## src/rtl/mem_arb_pkg.sv

```systemverilog
// Shared types and helpers for the memory arbiter and its round-robin picker.
// Latency: n/a (declarations only).
// Backpressure: n/a.
package mem_arb_pkg;

   localparam int BYTE_LANES = 4;

   typedef enum logic [1:0] {
      IDLE    = 2'd0,
      ACCESS  = 2'd1,
      CAPTURE = 2'd2
   } arb_state_e;

   // Width of a requester index; a single requester still needs one bit.
   function automatic int idx_width(input int n);
      return (n > 1) ? $clog2(n) : 1;
   endfunction

endpackage

```

## src/rtl/mem_arbiter_rr_picker.sv

```systemverilog
// Rotating priority encoder: first asserted req strictly after 'last', with wrap-around.
// Latency: purely combinational.
// Backpressure: none; the caller decides whether the pick is consumed.
module rr_picker #(
   parameter int N  = 2,
   parameter int IW = 1
) (
   input  logic [N-1:0]  req,
   input  logic [IW-1:0] last,
   output logic          found,
   output logic [IW-1:0] idx
);

   int cand;

   // Walk candidates last+1 .. last+N (mod N); the first active one wins.
   always_comb begin
      found = 1'b0;
      idx   = '0;
      cand  = 0;
      for (int k = 1; k <= N; k++) begin
         cand = (int'(last) + k) % N;
         if (!found && req[cand[IW-1:0]]) begin
            found = 1'b1;
            idx   = cand[IW-1:0];
         end
      end
   end

endmodule

```

## src/rtl/mem_arbiter.sv

```systemverilog
// Round-robin arbiter sharing one single-port memory; one transaction in flight at a time.
// Latency: response strobe 2 cycles after handshake for writes, 3 cycles for reads.
// Backpressure: req_ready only in IDLE, one-hot to the round-robin winner; requesters hold until ready.
module mem_arbiter
   import mem_arb_pkg::*;
#(
   parameter int MEMORY_BUS_WIDTH = 32,
   parameter int NUM_REQ          = 2,
   localparam int AW = MEMORY_BUS_WIDTH - 2,
   localparam int IW = idx_width(NUM_REQ)
) (
   input  logic                             clock,
   input  logic                             reset,
   input  logic [NUM_REQ-1:0]               req_valid,
   output logic [NUM_REQ-1:0]               req_ready,
   input  logic [NUM_REQ*AW-1:0]            req_addr,
   input  logic [NUM_REQ*MEMORY_BUS_WIDTH-1:0] req_wdata,
   input  logic [NUM_REQ*BYTE_LANES-1:0]    req_wb,
   output logic [NUM_REQ-1:0]               rsp_valid,
   output logic [MEMORY_BUS_WIDTH-1:0]      rsp_rdata,
   output logic [MEMORY_BUS_WIDTH-1:0]      mem_data_in,
   output logic [AW-1:0]                    mem_addr_in,
   output logic [BYTE_LANES-1:0]            mem_wb_in,
   output logic                             mem_enable_in,
   input  logic [MEMORY_BUS_WIDTH-1:0]      mem_data_out,
   output logic                             busy,
   output logic [IW-1:0]                    grant_id
);

   arb_state_e                  state_q, state_d;
   logic [IW-1:0]               last_q, last_d;
   logic [IW-1:0]               gid_q, gid_d;
   logic [AW-1:0]               addr_q, addr_d;
   logic [MEMORY_BUS_WIDTH-1:0] wdata_q, wdata_d;
   logic [MEMORY_BUS_WIDTH-1:0] rdata_q, rdata_d;
   logic [BYTE_LANES-1:0]       wb_q, wb_d;
   logic [NUM_REQ-1:0]          rsp_q, rsp_d;
   logic                        pick_found;
   logic [IW-1:0]               pick_idx;

   rr_picker #(.N(NUM_REQ), .IW(IW)) u_pick (
      .req   (req_valid),
      .last  (last_q),
      .found (pick_found),
      .idx   (pick_idx)
   );

   // Next-state, request capture and memory-side drive for the three-state access FSM.
   always_comb begin
      state_d       = state_q;
      last_d        = last_q;
      gid_d         = gid_q;
      addr_d        = addr_q;
      wdata_d       = wdata_q;
      wb_d          = wb_q;
      rdata_d       = rdata_q;
      rsp_d         = '0;
      req_ready     = '0;
      mem_enable_in = 1'b0;
      mem_addr_in   = '0;
      mem_data_in   = '0;
      mem_wb_in     = '0;
      case (state_q)
         IDLE: begin
            // reset gating keeps req_ready low while the block is held in reset
            if (pick_found && reset) begin
               req_ready[pick_idx] = 1'b1;
               addr_d  = req_addr[int'(pick_idx)*AW +: AW];
               wdata_d = req_wdata[int'(pick_idx)*MEMORY_BUS_WIDTH +: MEMORY_BUS_WIDTH];
               wb_d    = req_wb[int'(pick_idx)*BYTE_LANES +: BYTE_LANES];
               last_d  = pick_idx;
               gid_d   = pick_idx;
               state_d = ACCESS;
            end
         end
         ACCESS: begin
            mem_enable_in = 1'b1;
            mem_addr_in   = addr_q;
            mem_data_in   = wdata_q;
            mem_wb_in     = wb_q;
            if (wb_q != '0) begin
               // write lands on this edge, so it can complete immediately
               rsp_d[gid_q] = 1'b1;
               rdata_d      = '0;
               state_d      = IDLE;
            end else begin
               state_d = CAPTURE;
            end
         end
         CAPTURE: begin
            rdata_d      = mem_data_out;
            rsp_d[gid_q] = 1'b1;
            state_d      = IDLE;
         end
         default: state_d = IDLE;
      endcase
   end

   // State and datapath registers; reset abandons any access in flight.
   always_ff @(posedge clock or negedge reset) begin
      if (!reset) begin
         state_q <= IDLE;
         last_q  <= IW'(NUM_REQ - 1);
         gid_q   <= '0;
         addr_q  <= '0;
         wdata_q <= '0;
         wb_q    <= '0;
         rdata_q <= '0;
         rsp_q   <= '0;
      end else begin
         state_q <= state_d;
         last_q  <= last_d;
         gid_q   <= gid_d;
         addr_q  <= addr_d;
         wdata_q <= wdata_d;
         wb_q    <= wb_d;
         rdata_q <= rdata_d;
         rsp_q   <= rsp_d;
      end
   end

   assign busy      = (state_q != IDLE);
   assign rsp_valid = rsp_q;
   assign rsp_rdata = rdata_q;
   assign grant_id  = gid_q;

endmodule
```

## config.mk

```make
export PLATFORM = sky130hd
export DESIGN_NAME = mem_arbiter
export DESIGN_NICKNAME = d
export VERILOG_FILES = /design/src/rtl/mem_arb_pkg.sv /design/src/rtl/mem_arbiter_rr_picker.sv /design/src/rtl/mem_arbiter.sv
export SDC_FILE = /design/constraint.sdc
export NUM_CORES = 1
export LEC_CHECK = 0
export BUFFER_PORTS_ARGS = -buffer_cell sky130_fd_sc_hd__buf_2
export CORE_MARGIN = 2
export CORE_UTILIZATION = 40
export CTS_BUF_LIST = sky130_fd_sc_hd__clkbuf_16
export CTS_CLUSTER_DIAMETER = 80
export DETAILED_ROUTE_END_ITERATION = 10
export HOLD_SLACK_MARGIN = 0.05
export PLACE_DENSITY = 0.82
export SLEW_MARGIN = 20
export SYNTH_ARGS = -nofsm -noshare
export SYNTH_HDL_FRONTEND = slang
export SYNTH_SLANG_ARGS = --single-unit
```

## constraint.sdc

```tcl
create_clock -name clock -period 4.4 [get_ports clock]
set_input_delay 0.44 -clock clock [delete_from_list [all_inputs] [get_ports clock]]
set_output_delay 0.44 -clock clock [all_outputs]
set_load 0.1 [all_outputs]
```

==> impl_metrics.csv <==
group,metric,value,unit
status,status,"complete, no violations",
floorplan,die_y,115,um
global_routing,grt_pass1_vias,4543,
final_layout,nNetsFinal,854,
timing,tightest_slew,0.856,ns
drt,drt-total-wl,13800,um
yosys,synthArstFlopShare,100,%
yosys,synth-main-ff-cell,"dfrtp_1",
cts,clockBufferDepth,2,
cts,cts_buffers,9,
timing,fin_crit_sh,66.5,%
global_routing,grt_overflow_total,0,
drt,wire_per_inst,16.6,um
drt,route.detailed.drc,0,
cts,clock_sinks,104,
yosys,syn_inst,436,
yosys,ys_types,22,
placement,globalplace.congestion,0.815,
yosys,yosysMostFrequentCell,"and2_1",
drt,wl_met3,999,um
yosys,synth.area.top_cells,"dfrtp_1 (53%), and2_1 (17%), a221o_1 (13%)",
final_layout,layout-drive-gt1-share,43.8,%
cts,postCtsSetupBuffers,0,
setup_path,path_class,"reg2out",
timing,finalSetupViolCount,0,
placement,portBuffers,272,
setup_path,end_kind,"output port",
setup_path,cp.arrival,2.49,ns
floorplan,fp.coreArea,12000,um^2
floorplan,die_x,115,um
cts,cts_tree,"yes",
floorplan,io_pins,273,
timing,slew_violations,0,
yosys,yosys_register_bits,104,
drt,wl_met1,5800,um
global_routing,grt_pass1_wl,22000,um
yosys,ys_warn_count,0,
cts,cts_resized,0,
timing,rsz0062_at_grt,"no",
global_routing,grt_max_degree,69,
timing,period_minus_slack,2.93,ns
placement,hpwl,9870,um
cts,clk_latency,0.34,ns
floorplan,die-area,13200,um^2
yosys,synth_edf_count,0,
setup_path,crit_path_start_kind,"register",
cts,cts_root_buffer,"clkbuf_16",
cts,cts-htree-levels,3,
global_routing,grt_use_total,20.8,%
yosys,synth_nets,607,
worst_hold_path,worstHoldPathType,"in2async",
cts,cts.reportedPaths.clkPinSlew,0.06,ns
cts,holdBufCountCts,0,
yosys,synth_top_area_cell,"dfrtp_1",
floorplan,initial_core_util,40.9,%
drt,drtAntennaViolNets,0,
drt,drt_first_pass_iters,5,
timing,finalHoldViolCount,0,
final_layout,area_growth,35.7,%
global_routing,antenna_found_initial,0,
floorplan,core.rowCount,40,
yosys,synth_top_area_share,52.5,%
timing,setup_ws,1.47,ns
placement,place_ws,1.79,ns
timing,relSlewSlack,42.8,%
drt,viasPerCell,5.39,
timing,skew,0.00745,ns
timing,tns,0,ns
setup_path,cp_max_fo,32,
yosys,synth_commonest_cells,"and2_1 (132), dfrtp_1 (103), a221o_1 (66), nand3_1 (34), o2bb2ai_1 (32)",
setup_path,required,3.96,ns
final_layout,diodes,0,
drt,met2_wirelength,6710,um
yosys,synth_area,4910,um^2
run,cap_violations,0,
timing,timing.fmax,342,MHz
yosys,ys_seq_area_share,53.0,%
yosys,postSynthAreaPerCell,11.3,um^2
drt,top_layer,"met5",
drt,vias,4501,
drt,first_iter_violations,352,
setup_path,reg2regPathDepth,6,
[state kept, by name, indices dropped and copies added, names as in the netlist]
name / flops
rsp_rdata: 32
wdata_q: 32
addr_q: 30
wb_q: 4
rsp_valid: 2
state_q: 2
grant_id: 1
last_q: 1
[cells in the final DEF, fill, tap and decap left out]
master and instances:
buf_2 271, clkbuf_16 9, clkinv_2 1, dfrtp_1 103
nand3_1 34, dfstp_2 1, a21oi_4 2, nor2_1 4
buf_4 7, a21oi_1 3, ha_2 3, clkinv_1 2
nor3b_1 1, o21ai_4 1, a221o_1 66, o211ai_4 1
and2_1 132, mux2_2 1, bufinv_16 2, o21a_1 1
nor2_4 1, o2bb2ai_1 32, nand2_1 1, or4_4 1
inv_1 8
[worst max-delay path, stage by stage (launching register included)]
cell and delay [ns]:
dfrtp_1 0.40, inv_1 0.10, ha_2 0.24, nand3_1 0.14
a21oi_4 0.68, buf_2 0.59
[layout make-up]
class,count,area [um^2]
timing repair buffer,278,1410
inverter,6,22.5
multi-input combinational,284,2130
clock inverter,7,80.1
sequential,104,2600
tap,147,184
clock buffer,9,225
fill,1053,5350
[routing by layer]
metal,track usage [%],up-vias
met5,0,-
li1,-,2082
met2,35.4,227
met4,7.63,2
met3,4.80,29
met1,26.0,2161
[per-stage QoR]
stage	cells	hold WS [ns]	instance area (um^2)	utilization [%]
after floorplan	436	0.144	4910	-
after global placement	819	0.469	6340	52.8
after detailed placement	819	0.473	6350	52.9
after CTS	835	0.292	6650	55.4
after global routing	835	0.317	6660	55.4
final	835	0.264	6660	55.4
[final timing paths]
path,start,endpoint,slack (ns)
worst max-delay path,state_q[0],req_ready[0],1.47
worst min-delay path,reset,rsp_rdata[5],0.26
worst max register to register,state_q[0],wdata_q[12],2.02
worst min register to register,rsp_rdata[24],rsp_rdata[24],0.49
max in group asynchronous,reset,wdata_q[25],2.98
min in group clock,req_wdata[7],wdata_q[7],0.33
[cells by family (layout without fill, tap and decap cells)]
group	count (synthesis)	after routing	synth area share, %
and+or+nand+nor	174	174	21.2
DFF	104	104	53.0
muxes	1	1	0.229
AOI/OAI and AO/OA	106	106	20.4
buffers and inverters	48	300	4.36
adders and majority gates	3	3	0.765
Power is left out: the tool's default activity adds up to more than one toggle a clock period on the data nets, which glitch-free logic cannot reach.
